## src/rtl/serial_subtractor.sv

```systemverilog
// Bit-serial two's-complement subtractor (a - b), LSB first, one bit per clock.
// Optional signed-overflow flag built only when SERIAL_SUB_OVF_EN is defined.
module serial_subtractor #(
  parameter int WIDTH = 8
) (
  input  logic             clk,
  input  logic             rst,
  input  logic             start,
  input  logic [WIDTH-1:0] a,
  input  logic [WIDTH-1:0] b,
  output logic             busy,
  output logic             done,
  output logic [WIDTH-1:0] diff,
  output logic             borrow,
  output logic             zero,
  output logic             ovf
);

  typedef enum logic [1:0] {IDLE, RUN, DONE} state_t;

  localparam int CW = (WIDTH > 1) ? $clog2(WIDTH) : 1;
  localparam logic [CW-1:0] LAST = CW'(WIDTH - 1);

  state_t           state;
  logic [WIDTH-1:0] a_sr;
  logic [WIDTH-1:0] b_sr;
  // Holds only the upper WIDTH-1 result bits; the final bit joins them on DONE entry.
  logic [WIDTH-2:0] r_sr;
  logic             br;
  logic [CW-1:0]    cnt;

  logic             x, y, d, br_next;
  logic [WIDTH-1:0] res_next;

  always_comb begin
    x        = a_sr[0];
    y        = b_sr[0];
    d        = x ^ y ^ br;
    br_next  = (~x & y) | (~(x ^ y) & br);
    res_next = {d, r_sr};
  end

  // NOTE: sequential state uses <= so every flop samples pre-edge values;
  // blocking assignments here would let later statements see updated values.
  always_ff @(posedge clk) begin
    if (rst) begin
      state  <= IDLE;
      busy   <= 1'b0;
      done   <= 1'b0;
      diff   <= '0;
      borrow <= 1'b0;
      zero   <= 1'b0;
      a_sr   <= '0;
      b_sr   <= '0;
      r_sr   <= '0;
      br     <= 1'b0;
      cnt    <= '0;
    end else begin
      case (state)
        IDLE: begin
          if (start) begin
            a_sr  <= a;
            b_sr  <= b;
            br    <= 1'b0;
            cnt   <= '0;
            busy  <= 1'b1;
            state <= RUN;
          end
        end
        RUN: begin
          a_sr <= a_sr >> 1;
          b_sr <= b_sr >> 1;
          r_sr <= res_next[WIDTH-1:1];
          br   <= br_next;
          cnt  <= cnt + 1'b1;
          if (cnt == LAST) begin
            state  <= DONE;
            done   <= 1'b1;
            diff   <= res_next;
            borrow <= br_next;
            zero   <= (res_next == '0);
          end
        end
        DONE: begin
          done  <= 1'b0;
          busy  <= 1'b0;
          state <= IDLE;
        end
        default: state <= IDLE;
      endcase
    end
  end

`ifdef SERIAL_SUB_OVF_EN
  logic a_msb;
  logic b_msb;

  // Overflow uses the operand MSBs captured at acceptance and the final result bit.
  always_ff @(posedge clk) begin
    if (rst) begin
      a_msb <= 1'b0;
      b_msb <= 1'b0;
      ovf   <= 1'b0;
    end else begin
      if (state == IDLE && start) begin
        a_msb <= a[WIDTH-1];
        b_msb <= b[WIDTH-1];
      end
      if (state == RUN && cnt == LAST)
        ovf <= (a_msb != b_msb) && (d != a_msb);
    end
  end
`else
  assign ovf = 1'b0;
`endif

endmodule

```

## config.mk

```make
export PLATFORM = sky130hd
export DESIGN_NAME = serial_subtractor
export DESIGN_NICKNAME = d
export VERILOG_FILES = /design/src/rtl/serial_subtractor.sv
export SDC_FILE = /design/constraint.sdc
export NUM_CORES = 1
export LEC_CHECK = 0
export ABC_AREA = 1
export CORE_MARGIN = 2
export CORE_UTILIZATION = 40
export CTS_CLUSTER_DIAMETER = 100
export CTS_CLUSTER_SIZE = 20
export DETAILED_ROUTE_END_ITERATION = 12
export PLACE_DENSITY = 0.65
export SYNTH_ARGS = -nofsm -noshare
export SYNTH_HDL_FRONTEND = slang
export SYNTH_SLANG_ARGS = --single-unit
```

## constraint.sdc

```tcl
create_clock -name clk -period 2.3 [get_ports clk]
set_input_delay 0.69 -clock clk [delete_from_list [all_inputs] [get_ports clk]]
set_output_delay 0.69 -clock clk [all_outputs]
set_load 0.02 [all_outputs]
```

==> flow_summary.json <==
{
  "syn_nets": 277,
  "start_util_pct": 41.5,
  "slowest_delay_ns": 0.61,
  "pin_count": 32,
  "ys_types": 21,
  "hold_violations": 0,
  "avgRoutedWirePerCell_um": 9.91,
  "cts_resized": 0,
  "p_sw_w": 0.000375,
  "nets": 307,
  "fin_crit_sh_pct": 84.2,
  "fillers": 463,
  "routed_wl_um": 3340,
  "die_x_um": 71.0,
  "p_int_w": 0.00108,
  "hp-start": "cnt[0]",
  "critPathMaxFanout": 2,
  "drt_first_pass_iters": 4,
  "clock_path_buffers": 2,
  "synth_seq_cells": 41,
  "crit_type": "flip-flop to output pin",
  "p_clk_share_pct": 32.7,
  "via_count": 1536,
  "cts_tree": "done",
  "clock_latency_ns": 0.30,
  "mostFrequentLayoutCells": "73 x nor2_1, 49 x nand2_1, 41 x dfxtp_1, 31 x o21ai_0, 30 x clkdlybuf4s50_1",
  "synth_xor_area_share_pct": 0,
  "area_growth_syn_to_layout_pct": 22.2,
  "cts_buffers": 5,
  "ant_nets": 0,
  "grt_pass1_wl_um": 6000,
  "rr_startpoint": "state[0]",
  "path_clk_slew_ns": 0.08,
  "avgViaCountPerCell": 4.56,
  "route.met3.wl_um": 139,
  "pwr-share-comb_pct": 13.9,
  "drtIter0Drc": 61,
  "port_buffers": 30,
  "slew_headroom_pct": 66.8,
  "critical_path.endpoint_type": "output pin",
  "grt_use_total_pct": 14.8,
  "min_path_cells": 1,
  "p_seq_share_pct": 53.4,
  "crit_required_ns": 1.61,
  "place_hpwl_um": 2300,
  "setup_slack_ns": 0.364,
  "avgSynthCellArea_sq_um": 7.03,
  "hold_path_end": "cnt[0]",
  "top_layer_used": "met4",
  "cts_hold_buf": 0,
  "path_cells": "clkdlybuf4s50_1",
  "synth_top_family_by_area": "simple AND/OR/NAND/NOR gates",
  "synth-compound-area-share_pct": 11.7,
  "route.met2.wl_um": 1520,
  "slew_viol_final": 0,
  "cp.depth": 1,
  "clock-sinks": 41,
  "grt_pass1_vias": 1399,
  "wl_met1_um": 1620,
  "finalSetupTns_ns": 0,
  "cpMaxStageDelayCell": "clkdlybuf4s50_1",
  "r2r_end": "a_sr[0]",
  "yosys-mux-area-fraction_pct": 0,
  "htreeDepth": 2,
  "crit_path_start_kind": "flip-flop",
  "setup_violations": 0,
  "power_density_nw_per_um2": 664,
  "p_sw_share_pct": 25.8,
  "worstMarginPinSlew_ns": 0.496,
  "cpLargestDelayFamily": "buffers and inverters",
  "status": "complete, no violations",
  "max_freq_ghz": 0.517,
  "diodes": 0,
  "synthAdderAreaFrac_pct": 2.51,
  "grt_max_degree": 30,
  "syn_area_sq_um": 1790,
  "synth-simple-area-share_pct": 28.8,
  "cts_root_buf": "clkbuf_8",
  "drv_cap": 0,
  "drcViolationCount": 0,
  "drive_gt1_share_pct": 6.32,
  "path_buf_inv": 1,
  "coreArea_sq_um": 4320,
  "synth_warnings": 0,
  "rsz0062_at_grt": "no",
  "reg2regPathDepth": 6,
  "die_h_um": 71.0,
  "gp_congestion": 0.725,
  "fin_crit_ns": 1.94,
  "place_ws_ns": 0.349,
  "arrival_ns": 1.25,
  "dieArea_sq_um": 5030,
  "final.setup_skew_ns": 0.00662,
  "synth_seq_area_share_pct": 45.8,
  "rows": 24,
  "synthCells": 255,
  "irDropWorstVdd_mv": 0.354,
  "final_common_cell": "nor2_1",
  "cts_post_setup_buffers_inserted": 0,
  "total_leakage_power_nw": 0.995,
  "antenna_found_initial": 0,
  "worstHoldPathType": "flip-flop to flip-flop",
  "grt-ovfl-total": 0,
  "r2r_slack_ns": 0.77
}
-- routing by layer --
| metal | GRT usage, % | vias up |
|---|---|---|
| met5 | 0 | - |
| met4 | 6.92 | 0 |
| met3 | 3.56 | 5 |
| met2 | 24.5 | 28 |
| met1 | 18.2 | 668 |
| li1 | - | 835 |
-- how the worst max path moves through the flow --
stage,start,to,slack [ns]
after CTS,diff[3],diff[3],0.35
after global routing,diff[1],diff[1],0.33
after global placement,start,a_sr[1],0.39
final,borrow,borrow,0.36
after detailed placement,start,a_sr[0],0.35
after floorplan,rst,a_sr[0],0.93
-- logic make-up after synthesis --
group,count (synthesis)
compound gates,42
fa+ha+maj,3
buf+inv,38
flops,41
other cells,1
simple gates,130
-- flip-flops by register name, summed over array words and instances, names as in the netlist --
name	cells
b_sr	8
done	1
cnt	3
busy	1
r_sr	7
br	1
zero	1
borrow	1
diff	8
state	2
a_sr	8
-- Yosys cell counts, drive strengths merged --
cell,n,area share [%]
nand2,51,11
clkbuf,2,0.49
a21oi,9,2.5
o21ai,33,9.2
fa,1,1.1
nor2,74,16
nand3,4,1.1
dfxtp,41,46
ha,2,1.4
or2,1,0.35
conb,1,0.21
inv,24,5.0
buf,12,5.4
-- area by class of cell --
| class | count | area, sq um | area share [%] |
|---|---|---|---|
| well taps | 52 | 65.1 | 2.97 |
| flip-flops and latches | 41 | 821 | 37.5 |
| multi-input cells | 176 | 776 | 35.4 |
| repair buffers | 37 | 353 | 16.1 |
| clock buffers | 7 | 86.3 | 3.94 |
| inverters | 24 | 90.1 | 4.11 |
-- power by group through the flow --
stage / registers (W) / clock network [W] / logic, W
after floorplan: 0.000789 / 0 / 0.000152
after global placement: 0.000793 / 0 / 0.000202
after detailed placement: 0.000794 / 0 / 0.000204
after CTS: 0.000777 / 0.000493 / 0.000205
after global routing: 0.000783 / 0.000515 / 0.000236
final: 0.000777 / 0.000476 / 0.000202
-- through the flow --
step / total power (W) / instances / area, sq um / hold WS, ns / utilization, %
6_report: 0.00145 / 337 / 2190 / 0.461 / 50.7
5_1_grt: 0.00153 / 337 / 2190 / 0.494 / 50.7
4_1_cts: 0.00148 / 337 / 2190 / 0.466 / 50.7
3_5_place_dp: 0.000998 / 330 / 2100 / 0.456 / 48.7
3_3_place_gp: 0.000995 / 330 / 2100 / 0.449 / 48.7
2_1_floorplan: 0.000941 / 255 / 1790 / 0.428 / -
(Power assumes the default switching activity.)
